===== src/rtl/pipeline_ctrl.sv =====
// Stall/flush controller for the 5-stage in-order core: boot hold, hazard/branch
// priority, WB trap redirects with a drain FSM that waits out outstanding dmem work.
module pipeline_ctrl #(
    parameter int BOOT_CYCLES = 2,
    parameter int DRAIN_MAX   = 64
) (
    input  logic        clk,
    input  logic        rst,
    input  logic        if_req_stall,
    input  logic        mem_req_stall,
    input  logic        load_use_hazard,
    input  logic        ex_br_taken,
    input  logic        wb_valid,
    input  logic        wb_except,
    input  logic        wb_ret,
    output logic        PC_stall,
    output logic        IF_ID_stall,
    output logic        ID_EX_stall,
    output logic        EX_MEM_stall,
    output logic        MEM_WB_stall,
    output logic        IF_ID_flush,
    output logic        ID_EX_flush,
    output logic        EX_MEM_flush,
    output logic        MEM_WB_flush,
    output logic [1:0]  pc_sel,
    output logic [31:0] stall_cycles,
    output logic [15:0] trap_count,
    output logic        drain_timeout
);

    typedef enum logic [1:0] {S_BOOT, S_RUN, S_DRAIN} state_t;

    localparam logic [1:0] PC_INC  = 2'd0;
    localparam logic [1:0] PC_BR   = 2'd1;
    localparam logic [1:0] PC_TRAP = 2'd2;
    localparam logic [1:0] PC_RET  = 2'd3;

    localparam logic [3:0] BOOT_LAST  = 4'(BOOT_CYCLES - 1);
    localparam logic [7:0] DRAIN_LAST = 8'(DRAIN_MAX - 1);

    state_t     state;
    logic [3:0] boot_cnt;
    logic [7:0] drain_cnt;
    logic       kind_ret;

    logic trap;
    logic hold_up;
    logic flush_all;
    logic trap_fire;
    logic go_drain;

    assign trap         = wb_valid & (wb_except | wb_ret);
    assign MEM_WB_stall = 1'b0;

    always_comb begin
        hold_up      = 1'b0;
        flush_all    = 1'b0;
        trap_fire    = 1'b0;
        go_drain     = 1'b0;
        PC_stall     = 1'b0;
        IF_ID_stall  = 1'b0;
        ID_EX_stall  = 1'b0;
        EX_MEM_stall = 1'b0;
        IF_ID_flush  = 1'b0;
        ID_EX_flush  = 1'b0;
        EX_MEM_flush = 1'b0;
        MEM_WB_flush = 1'b0;
        pc_sel       = PC_INC;
        case (state)
            S_RUN: begin
                if (trap && !mem_req_stall) begin
                    flush_all = 1'b1;
                    trap_fire = 1'b1;
                    pc_sel    = wb_except ? PC_TRAP : PC_RET;
                end else if (trap) begin
                    hold_up  = 1'b1;
                    go_drain = 1'b1;
                end else if (mem_req_stall) begin
                    hold_up = 1'b1;
                end else if (ex_br_taken) begin
                    // imem aborts on redirect, so if_req_stall does not hold PC here
                    IF_ID_flush = 1'b1;
                    ID_EX_flush = 1'b1;
                    pc_sel      = PC_BR;
                end else if (load_use_hazard) begin
                    PC_stall    = 1'b1;
                    IF_ID_stall = 1'b1;
                    ID_EX_flush = 1'b1;
                end else if (if_req_stall) begin
                    PC_stall    = 1'b1;
                    IF_ID_flush = 1'b1;
                end
            end
            S_DRAIN: begin
                if (!mem_req_stall || drain_cnt == DRAIN_LAST) begin
                    flush_all = 1'b1;
                    trap_fire = 1'b1;
                    pc_sel    = kind_ret ? PC_RET : PC_TRAP;
                end else begin
                    hold_up = 1'b1;
                end
            end
            default: begin
                PC_stall  = 1'b1;
                flush_all = 1'b1;
            end
        endcase
        if (hold_up) begin
            PC_stall     = 1'b1;
            IF_ID_stall  = 1'b1;
            ID_EX_stall  = 1'b1;
            EX_MEM_stall = 1'b1;
            MEM_WB_flush = 1'b1;
        end
        if (flush_all) begin
            IF_ID_flush  = 1'b1;
            ID_EX_flush  = 1'b1;
            EX_MEM_flush = 1'b1;
            MEM_WB_flush = 1'b1;
        end
    end

    always_ff @(posedge clk or negedge rst) begin
        if (!rst) begin
            state         <= S_BOOT;
            boot_cnt      <= '0;
            drain_cnt     <= '0;
            kind_ret      <= 1'b0;
            stall_cycles  <= '0;
            trap_count    <= '0;
            drain_timeout <= 1'b0;
        end else begin
            if (PC_stall)  stall_cycles <= stall_cycles + 32'd1;
            if (trap_fire) trap_count   <= trap_count + 16'd1;
            case (state)
                S_BOOT: begin
                    if (boot_cnt == BOOT_LAST) begin
                        state    <= S_RUN;
                        boot_cnt <= '0;
                    end else begin
                        boot_cnt <= boot_cnt + 4'd1;
                    end
                end
                S_RUN: begin
                    if (go_drain) begin
                        state     <= S_DRAIN;
                        kind_ret  <= ~wb_except;
                        drain_cnt <= '0;
                    end
                end
                S_DRAIN: begin
                    if (trap_fire) begin
                        state     <= S_RUN;
                        drain_cnt <= '0;
                        // redirect with dmem still busy means the drain was cut short
                        if (mem_req_stall) drain_timeout <= 1'b1;
                    end else begin
                        drain_cnt <= drain_cnt + 8'd1;
                    end
                end
                default: state <= S_BOOT;
            endcase
        end
    end

endmodule


===== config.mk =====
export PLATFORM = sky130hd
export DESIGN_NAME = pipeline_ctrl
export DESIGN_NICKNAME = d
export VERILOG_FILES = /design/src/rtl/pipeline_ctrl.sv
export SDC_FILE = /design/constraint.sdc
export NUM_CORES = 1
export LEC_CHECK = 0
export ABC_AREA = 1
export CAP_MARGIN = 10
export CORE_MARGIN = 2
export CORE_UTILIZATION = 31
export DETAILED_ROUTE_END_ITERATION = 7
export DONT_BUFFER_PORTS = 1
export HOLD_SLACK_MARGIN = 0.03
export PLACE_DENSITY = 0.57
export SLEW_MARGIN = 20
export SYNTH_ARGS = -nofsm -noshare
export SYNTH_HDL_FRONTEND = slang
export SYNTH_SLANG_ARGS = --single-unit
export TNS_END_PERCENT = 20

===== constraint.sdc =====
create_clock -name clk -period 2.5 [get_ports clk]
set_input_delay 0.25 -clock clk [delete_from_list [all_inputs] [get_ports clk]]
set_output_delay 0.25 -clock clk [all_outputs]
set_load 0.005 [all_outputs]

==> results.py <==
metrics = {
    "status": {
        "status": "finished, final reports clean",
    },
    "floorplanning": {
        "fp.coreArea_um2": 12700,
        "ios": 69,
        "start_util_pct": 32.1,
        "die_y_um": 119,
        "die_area_um2": 14100,
        "rows": 41,
        "die_w_um": 119,
    },
    "finish": {
        "final_cell_mix": "nand2_1, dfrtp_1, nor2_1, nand3_1, inv_1",
        "antenna_cells": 0,
        "layout-drive-gt1-share_pct": 6.03,
        "layout_commonest_cell": "nand2_1",
        "nFillCells": 1382,
        "fin_nets": 590,
        "fin_cells": 752,
        "multiInputGateArea_um2": 2180,
        "finalInstanceArea_um2": 4540,
        "syn2layout_area_growth_pct": 11.2,
        "seq_area_um2": 1600,
    },
    "placed_design": {
        "hpwl_um": 7610,
        "gp_congestion": 0.928,
        "numPortBuffers": 0,
        "postPlaceCellArea_um2": 4200,
        "placed_cells": 733,
    },
    "critical_path": {
        "critPathRequiredTime_ns": 2.25,
        "arrival_ns": 1.92,
        "crit_type": "reg -> out",
        "cp_max_fo": 33,
        "r2r_slack_ns": 0.56,
        "end_kind": "output pin",
        "start_kind": "flop",
    },
    "detailed_routing": {
        "avgRoutedWirePerCell_um": 14.0,
        "drt_iter0_drc": 200,
        "ant_nets": 0,
        "drtPass1Iterations": 4,
        "drc": 0,
        "drt-total-wl_um": 10500,
        "via_per_inst": 4.81,
        "routed-via-count": 3614,
    },
    "logic_synthesis": {
        "syn_area_per_cell_um2": 7.09,
        "ys_types": 31,
        "yosysWarnings": 0,
        "syn_inst": 575,
        "syn_area_um2": 4080,
        "ys_seq_area_share_pct": 39.3,
        "syn-num-nets": 590,
        "ys_ff_latch": 64,
    },
    "min_path": {
        "hold_class": "in -> reg",
    },
    "global_route": {
        "grt_max_degree": 65,
        "antenna_found_initial": 0,
        "grt.total_usage_pct": 15.5,
        "grt_pass1_vias": 3498,
        "grt_overflow_total": 0,
        "grt_pass1_wl_um": 17600,
    },
    "timing": {
        "finClkSkew_ns": 0.00757,
        "finalSetupViolations": 0,
        "slew_violations": 0,
        "relSlewSlack_pct": 60.6,
        "fin_crit_sh_pct": 86.9,
        "rsz0062_at_grt": "false",
        "fin_crit_ns": 2.17,
        "tns_ns": 0,
        "clock.fmax_ghz": 0.460,
        "worstMarginPinSlew_ns": 0.589,
        "hold_viol": 0,
    },
    "clock_network": {
        "cts_tree": "yes",
        "clock_sinks": 64,
        "clockBufferDepth": 2,
        "cts_buffers": 9,
        "htree_levels": 3,
        "cts_root_buf": "clkbuf_16",
        "clk-insertion-delay-late_ns": 0.33,
        "path_clk_slew_ns": 0.05,
        "cts_resized": 0,
    },
    "power_and_ir_drop": {
        "power.leakage_nw": 2.16,
        "vdd_drop_max_uv": 525,
        "p_per_area_nw_per_um2": 839,
        "total_power_w": 0.00381,
    },
    "run": {
        "maxCapViolCount": 0,
    },
}
## synth_stat cells, drive strengths merged
cell    number  area [um2]
o22ai        1        6.26
inv         52         195
o31ai        1        7.51
nor3        15        75.1
o21a         1        7.51
xor2        24         210
nand2      222         876
o21bai       2        15.0
nand3b       6        45.0
buf         16         106
a211oi       1        7.51
a31oi        1        6.26
nand4        7        50.1
a21oi        9        56.3
ha           6        75.1
dfrtp       64        1600
nand3       58         305
o21ai       19         103
nor2        57         221
xnor2       12         105
conb         1        3.75
## cells by family after synthesis
logic type | count (synthesis) | synth area share, %
flip-flops | 64 | 39.3
adder cells (fa/ha/maj) | 6 | 1.84
XOR/XNOR | 36 | 7.73
buffers and inverters | 68 | 7.39
AND/OR/NAND/NOR | 365 | 38.6
AO/OA/AOI/OAI | 35 | 5.12
other | 1 | 0.0919
## metrics by stage
step / util (%) / hold slack, ns / worst slack [ns]
final: 35.7 / 0.138 / 0.327
after global routing: 35.7 / 0.137 / 0.188
after CTS: 35.7 / 0.122 / 0.283
after detailed placement: 33.0 / -0.0439 / 0.546
after global placement: 33.0 / -0.0436 / 0.610
after floorplan: - / -0.0456 / 0.828
## area by class of cell
class | instances | area share, %
multi-input combinational | 443 | 48.0
sequential | 64 | 35.3
clock buffer | 14 | 6.04
tap | 172 | 4.74
inverter | 52 | 4.30
timing repair buffer | 5 | 1.38
clock inverter | 2 | 0.276
## final timing paths
kind                                             startpoint                           end  cells past startpoint
worst max-delay path                   state[0]$_DFFE_PN0P_                      PC_stall                      6
worst min-delay path                          mem_req_stall     drain_timeout$_DFFE_PN0P_                      2
worst max register to register  stall_cycles[0]$_DFFE_PN0P_  stall_cycles[30]$_DFFE_PN0P_                     10
worst min register to register      boot_cnt[3]$_DFFE_PN0P_       boot_cnt[3]$_DFFE_PN0P_                      1
max in group asynchronous                               rst  stall_cycles[22]$_DFFE_PN0P_                      2
min in group asynchronous                               rst  stall_cycles[10]$_DFFE_PN0P_                      2
## power breakdown
group | switching [W] | internal [W] | total (W)
Clock | 0.000456 | 0.000751 | 0.00121
Sequential | 0.000212 | 0.00119 | 0.00141
Combinational | 0.000861 | 0.000332 | 0.00119
## metal layers
metal	up-vias	share of wire, %	global-route usage, %
li1	1813	-	-
met1	1687	46	19.6
met2	102	46	25.1
met3	12	6.8	4.68
met4	0	1.5	5.43
met5	-	0	0
## worst max-delay path, stage by stage, from the launching register on
cell     delay (ns)
dfrtp_1        0.40
inv_1          0.09
ha_1           0.29
inv_1          0.10
o21ai_2        0.18
nand2_4        0.06
nand2_2        0.44
## flip-flops by register name, summed over array words and instances, names as in the netlist
name and flops:
boot_cnt 4, drain_cnt 8, stall_cycles 32, kind_ret 1, trap_count 16, state 2
drain_timeout 1
## what timing repair did
item / CTS / global route
hold endpoints to repair: 65 / 0
buffers inserted: 0 / 0
hold buffers: 3 / 0
Power figures use the tool's default switching activity.
